### src/rtl/ifq_pkg.sv
// Shared definitions for the instruction fetch queue: reset PC default, FSM encoding, entry layout.
package ifq_pkg;

    localparam logic [31:0] RESET_PC_DEFAULT = 32'h0000_0000;

    // Queue entry layout: {pc[63:32], instr[31:0]}
    localparam int unsigned ENTRY_W = 64;

    typedef enum logic [0:0] {
        StFetch = 1'b0,
        StFull  = 1'b1
    } ifq_state_e;

    function automatic logic [31:0] align_pc(input logic [31:0] pc);
        return {pc[31:2], 2'b00};
    endfunction

endpackage

### src/rtl/ifq_fifo.sv
// Generic synchronous FIFO with flush and a registered head (data is zero when empty).
module ifq_fifo #(
    parameter int unsigned DEPTH = 4,
    parameter int unsigned WIDTH = 64
) (
    input  logic                     clk_i,
    input  logic                     rst_i,
    input  logic                     flush,
    input  logic                     push,
    input  logic                     pop,
    input  logic [WIDTH-1:0]         wdata,
    output logic                     head_valid,
    output logic [WIDTH-1:0]         head_data,
    output logic [$clog2(DEPTH):0]   count
);

    localparam int unsigned PtrW = $clog2(DEPTH);
    localparam logic [PtrW:0] DepthC = (PtrW + 1)'(DEPTH);

    logic [WIDTH-1:0] mem_q [DEPTH];
    logic [PtrW-1:0]  rd_ptr_q, rd_ptr_d, wr_ptr_q, wr_ptr_d;
    logic [PtrW:0]    count_q, count_d, remain;
    logic             head_valid_q, head_valid_d;
    logic [WIDTH-1:0] head_data_q, head_data_d;
    logic             do_push, do_pop;

    always_comb begin
        do_pop       = pop & (count_q != '0);
        do_push      = push & ((count_q != DepthC) | do_pop);
        rd_ptr_d     = rd_ptr_q + PtrW'(do_pop);
        wr_ptr_d     = wr_ptr_q + PtrW'(do_push);
        count_d      = count_q + (PtrW + 1)'(do_push) - (PtrW + 1)'(do_pop);
        remain       = count_q - (PtrW + 1)'(do_pop);
        head_valid_d = 1'b0;
        head_data_d  = '0;
        if (flush) begin
            rd_ptr_d = '0;
            wr_ptr_d = '0;
            count_d  = '0;
        end else if (count_d != '0) begin
            head_valid_d = 1'b1;
            // Nothing left behind the popped head: the new head is the word written now
            head_data_d  = (remain == '0) ? wdata : mem_q[rd_ptr_d];
        end
    end

    always_ff @(posedge clk_i) begin
        if (do_push && !flush) begin
            mem_q[wr_ptr_q] <= wdata;
        end
    end

    always_ff @(posedge clk_i or negedge rst_i) begin
        if (!rst_i) begin
            rd_ptr_q     <= '0;
            wr_ptr_q     <= '0;
            count_q      <= '0;
            head_valid_q <= 1'b0;
            head_data_q  <= '0;
        end else begin
            rd_ptr_q     <= rd_ptr_d;
            wr_ptr_q     <= wr_ptr_d;
            count_q      <= count_d;
            head_valid_q <= head_valid_d;
            head_data_q  <= head_data_d;
        end
    end

    assign head_valid = head_valid_q;
    assign head_data  = head_data_q;
    assign count      = count_q;

endmodule

### src/rtl/instr_fetch_queue.sv
// Fetch stage: owns the fetch PC, buffers {pc, instr} pairs for decode, flushes on redirect.
// Optional performance counters are enabled with `define IFQ_PERF_CNT_EN.
module instr_fetch_queue
    import ifq_pkg::*;
#(
    parameter int unsigned DEPTH    = 4,
    parameter logic [31:0] RESET_PC = RESET_PC_DEFAULT
) (
    input  logic        clk_i,
    input  logic        rst_i,
    output logic [31:0] pc_addr_o,
    input  logic [31:0] instr_i,
    input  logic        redirect_i,
    input  logic [31:0] redirect_pc_i,
    output logic        instr_valid_o,
    input  logic        instr_ready_i,
    output logic [31:0] instr_o,
    output logic [31:0] instr_pc_o
`ifdef IFQ_PERF_CNT_EN
    ,
    output logic [31:0] fetch_cnt_o,
    output logic [31:0] stall_cnt_o
`endif
);

    localparam int unsigned PtrW = $clog2(DEPTH);
    localparam logic [PtrW:0] DepthC = (PtrW + 1)'(DEPTH);

    logic [31:0]      fetch_pc_q, fetch_pc_d;
    ifq_state_e       state_q, state_d;
    logic             push, pop;
    logic [PtrW:0]    count, count_after;
    logic [ENTRY_W-1:0] head_data;

    assign pop  = instr_valid_o & instr_ready_i;
    // FULL implies count == DEPTH, so only a same-cycle pop makes room
    assign push = ~redirect_i & (pop | ((state_q != StFull) & (count != DepthC)));
    assign count_after = count + (PtrW + 1)'(push) - (PtrW + 1)'(pop);

    always_comb begin
        fetch_pc_d = fetch_pc_q;
        state_d    = state_q;
        if (redirect_i) begin
            fetch_pc_d = align_pc(redirect_pc_i);
        end else if (push) begin
            fetch_pc_d = fetch_pc_q + 32'd4;
        end
        unique case (state_q)
            StFetch: begin
                if (!redirect_i && !pop && (count_after == DepthC)) begin
                    state_d = StFull;
                end
            end
            StFull: begin
                if (redirect_i || pop) begin
                    state_d = StFetch;
                end
            end
            default: state_d = StFetch;
        endcase
    end

    always_ff @(posedge clk_i or negedge rst_i) begin
        if (!rst_i) begin
            fetch_pc_q <= RESET_PC;
            state_q    <= StFetch;
        end else begin
            fetch_pc_q <= fetch_pc_d;
            state_q    <= state_d;
        end
    end

    ifq_fifo #(
        .DEPTH (DEPTH),
        .WIDTH (ENTRY_W)
    ) u_fifo (
        .clk_i      (clk_i),
        .rst_i      (rst_i),
        .flush      (redirect_i),
        .push       (push),
        .pop        (pop),
        .wdata      ({fetch_pc_q, instr_i}),
        .head_valid (instr_valid_o),
        .head_data  (head_data),
        .count      (count)
    );

    assign pc_addr_o  = fetch_pc_q;
    assign instr_o    = head_data[31:0];
    assign instr_pc_o = head_data[63:32];

`ifdef IFQ_PERF_CNT_EN
    logic [31:0] fetch_cnt_q, stall_cnt_q;

    // Redirect does not clear these; only reset does
    always_ff @(posedge clk_i or negedge rst_i) begin
        if (!rst_i) begin
            fetch_cnt_q <= '0;
            stall_cnt_q <= '0;
        end else begin
            if (push) begin
                fetch_cnt_q <= fetch_cnt_q + 32'd1;
            end
            if (state_q == StFull) begin
                stall_cnt_q <= stall_cnt_q + 32'd1;
            end
        end
    end

    assign fetch_cnt_o = fetch_cnt_q;
    assign stall_cnt_o = stall_cnt_q;
`endif

endmodule
### config.mk
export PLATFORM = sky130hd
export DESIGN_NAME = instr_fetch_queue
export DESIGN_NICKNAME = d
export VERILOG_FILES = /design/src/rtl/ifq_pkg.sv /design/src/rtl/ifq_fifo.sv /design/src/rtl/instr_fetch_queue.sv
export SDC_FILE = /design/constraint.sdc
export NUM_CORES = 1
export LEC_CHECK = 0
export CORE_MARGIN = 3
export CORE_UTILIZATION = 40
export DETAILED_ROUTE_END_ITERATION = 10
export REMOVE_ABC_BUFFERS = 1
export SYNTH_ARGS = -nofsm -noshare
export SYNTH_HDL_FRONTEND = slang
export SYNTH_SLANG_ARGS = --single-unit
export TNS_END_PERCENT = 100
### constraint.sdc
create_clock -name clk_i -period 20.1 [get_ports clk_i]
set_clock_uncertainty 0.15 [all_clocks]
set_input_delay 6.03 -clock clk_i [delete_from_list [all_inputs] [get_ports clk_i]]
set_output_delay 6.03 -clock clk_i [all_outputs]
set_load 0.005 [all_outputs]
==> impl_metrics.json <==
{
  "design_area_mm2": 0.0172,
  "rsz0062_at_grt": "false",
  "antenna_left": 0,
  "netlist_area_mm2": 0.0139,
  "slew_viol_final": 0,
  "vias": 8204,
  "setup_slack_ps": 10850,
  "place_ws_ps": 10280,
  "start_kind": "primary input",
  "routed_wl_mm": 33.1,
  "yosysMostFrequentCell": "edfxtp_1",
  "io_pins": 165,
  "gr-total-overflow": 0,
  "post-route-drc-count": 0,
  "finalSetupTns_ps": 0,
  "r2r_cells": 7,
  "outcome": "complete, no violations",
  "grt_pass1_vias": 8405,
  "cts_inserted_buffers": 39,
  "ys_ff_latch": 350,
  "switching_share_pct": 32.4,
  "grt_pass1_wl_mm": 50.6,
  "cp.arrival_ps": 9430,
  "synthFlopType": "edfxtp_1",
  "nets": 1121,
  "die_x_um": 192,
  "fmax_mhz": 108,
  "p_leak_nw": 6.05,
  "path_cells": "clkdlybuf4s50_1, and2_1, o31a_1, ha_4, xor2_4, buf_4, mux4_2, nand2_1, a21oi_1",
  "layout-drive-gt1-share_pct": 13.4,
  "clk_pin_slew_ps": 60,
  "cap_violations": 0,
  "rows": 67,
  "hp-class": "reg2reg",
  "synth_area_per_cell_um2": 15.8,
  "ys_async_sr_fraction_pct": 29.1,
  "grt_max_degree": 64,
  "finalCritPeriodShare_pct": 46.0,
  "drt_iter0_markers": 569,
  "gr-usage-all-layers_pct": 18.0,
  "postCtsResizedCells": 0,
  "hold_slack_ps": 508,
  "area_growth_pct": 24.0,
  "tightest_slew_ps": 1160,
  "crit_path_top_delay_cell": "xor2_4",
  "root_buffer": "clkbuf_16",
  "core-area_mm2": 0.0339,
  "cts_tree": "built",
  "drtPass1Iterations": 5,
  "clkLatencyLatePin_ps": 520,
  "yosys-top-cells-count": "edfxtp_1 (248), nand2_1 (142), dfrtp_1 (102), a21oi_1 (66), mux4_2 (62)",
  "yosysTopAreaCell": "edfxtp_1",
  "fillers": 2875,
  "io_buffers": 160,
  "clockBufferDepth": 3,
  "seq_area_frac_synth_pct": 72.0,
  "place_area_mm2": 0.0160,
  "hold_violations": 0,
  "min_path_cells": 2,
  "path_max_fanout": 36,
  "htreeDepth": 2,
  "synth_warnings": 0,
  "drt-vias-per-instance": 5.40,
  "cts_hold_buffers": 0,
  "critPathMaxStageDelay_ps": 880,
  "clock-sinks": 350,
  "insertedDiodeCount": 0,
  "fp.dieH_um": 192,
  "synth_cells": 880,
  "synth.area.top_cells": "edfxtp_1 (54%), dfrtp_1 (18%), mux4_2 (10%)",
  "ir_drop_mv": 0.189,
  "cp_data_required_time_ps": 20290,
  "seq_power_share_pct": 40.4,
  "cts_setup_buffers": 0,
  "endpoint_kind": "flop",
  "clockPowerShare_pct": 28.0,
  "power.switching_w": 0.000780,
  "yosys.area.top_type_share_pct": 53.6,
  "place.detailed.hpwl_mm": 18.5,
  "yosysUniqueCellTypes": 52,
  "max-slew-margin-rel_pct": 22.8,
  "gp_congestion": 0.733,
  "synth_edf_count": 248,
  "grt_antenna_before_repair": 0,
  "avgRoutedWirePerCell_um": 21.7,
  "initial_utilization_pct": 41.0,
  "worstSetupPathType": "in2reg",
  "period_minus_slack_ps": 9250,
  "internal_power_w": 0.00163,
  "setup_violations": 0,
  "powerDensity_mw_per_mm2": 140,
  "combPwrFrac_pct": 31.6,
  "die_area_mm2": 0.0370
}
## cells by family after synthesis
group	Yosys count	synth area share, %
compound gates	132	5.67
xor+xnor	13	0.918
fa+ha+maj	11	1.10
buf+inv	65	1.97
flops	350	72.0
mux	65	10.3
other cells	1	0.0270
simple gates	243	8.09
## path summary, 6_finish.rpt
kind / slack [ps] / from / end
worst min-delay path: 510 / pc_addr_o[12]$_DFFE_PN0N_ / u_fifo.head_data[44]$_DFF_PN0_
min in group asynchronous: 5400 / rst_i / u_fifo.head_data[20]$_DFF_PN0_
max in group asynchronous: 13120 / rst_i / u_fifo.count[1]$_DFF_PN0_
worst max-delay path: 10850 / instr_ready_i / u_fifo.head_data[36]$_DFF_PN0_
worst max register to register: 16460 / u_fifo.count[2]$_DFF_PN0_ / u_fifo.head_data[36]$_DFF_PN0_
worst min register to register: 510 / pc_addr_o[12]$_DFFE_PN0N_ / u_fifo.head_data[44]$_DFF_PN0_
## worst max-delay path: cells and delay by family
kind                     cells  cell delay, ps
multiplexers                 1             410
XOR/XNOR                     1             880
buffers and inverters        2            1200
AO/OA/AOI/OAI                2             420
AND/OR/NAND/NOR              2             290
adder cells (fa/ha/maj)      1             190
## per-stage QoR
stage                     total power, W  std cells  util (%)
after floorplan                  0.00145        830         -
after global placement           0.00175       1449      47.2
after detailed placement         0.00176       1449      47.2
after CTS                        0.00245       1520      50.9
after global routing             0.00255       1520      50.9
final                            0.00241       1520      50.9
## sequential cells by signal (all words and copies together), names as in the netlist
register / cells
u_fifo.head_valid: 1
u_fifo.mem_q: 248
pc_addr_o: 30
state_q: 1
u_fifo.count: 3
u_fifo.head_data: 63
u_fifo.wr_ptr_q: 2
u_fifo.rd_ptr_q: 2
## power by group through the flow
| stage | clock, W | sequential (W) | combinational, W |
|---|---|---|---|
| global placement | 0 | 0.000982 | 0.000769 |
| CTS | 0.000694 | 0.000974 | 0.000777 |
| finish | 0.000675 | 0.000973 | 0.000762 |
| global route | 0.000723 | 0.000985 | 0.000843 |
| detailed placement | 0 | 0.000988 | 0.000774 |
| floorplan | 0 | 0.000984 | 0.000466 |
## placed cells by master (no fill, tap or decap), drive strengths merged, types with 16 or more instances in the layout
master           n
a21oi           66
a31oi           18
dfrtp          102
mux4            62
nand2          142
edfxtp         248
clkbuf          59
clkdlybuf4s50  159
o21ai           16
nor2            26
## cell type report
type | count | area, µm² | area share [%]
multi-input combinational | 467 | 3710 | 21.5
sequential | 350 | 10000 | 58.0
clock inverter | 12 | 96.3 | 0.559
tap | 448 | 561 | 3.25
clock buffer | 59 | 1130 | 6.57
timing repair buffer | 171 | 1680 | 9.76
inverter | 13 | 48.8 | 0.283
## per-layer routing
layer | global-route usage (%) | up-vias | routed length [µm] | part of all wire (%)
met1 | 25.9 | 4193 | 14800 | 45
li1 | - | 3698 | - | -
met5 | 0 | - | 0 | 0
met2 | 28.4 | 264 | 15600 | 47
met3 | 3.51 | 49 | 2020 | 6.1
met4 | 4.26 | 0 | 573 | 1.7
Note: power is estimated with default switching activity, not from simulation.
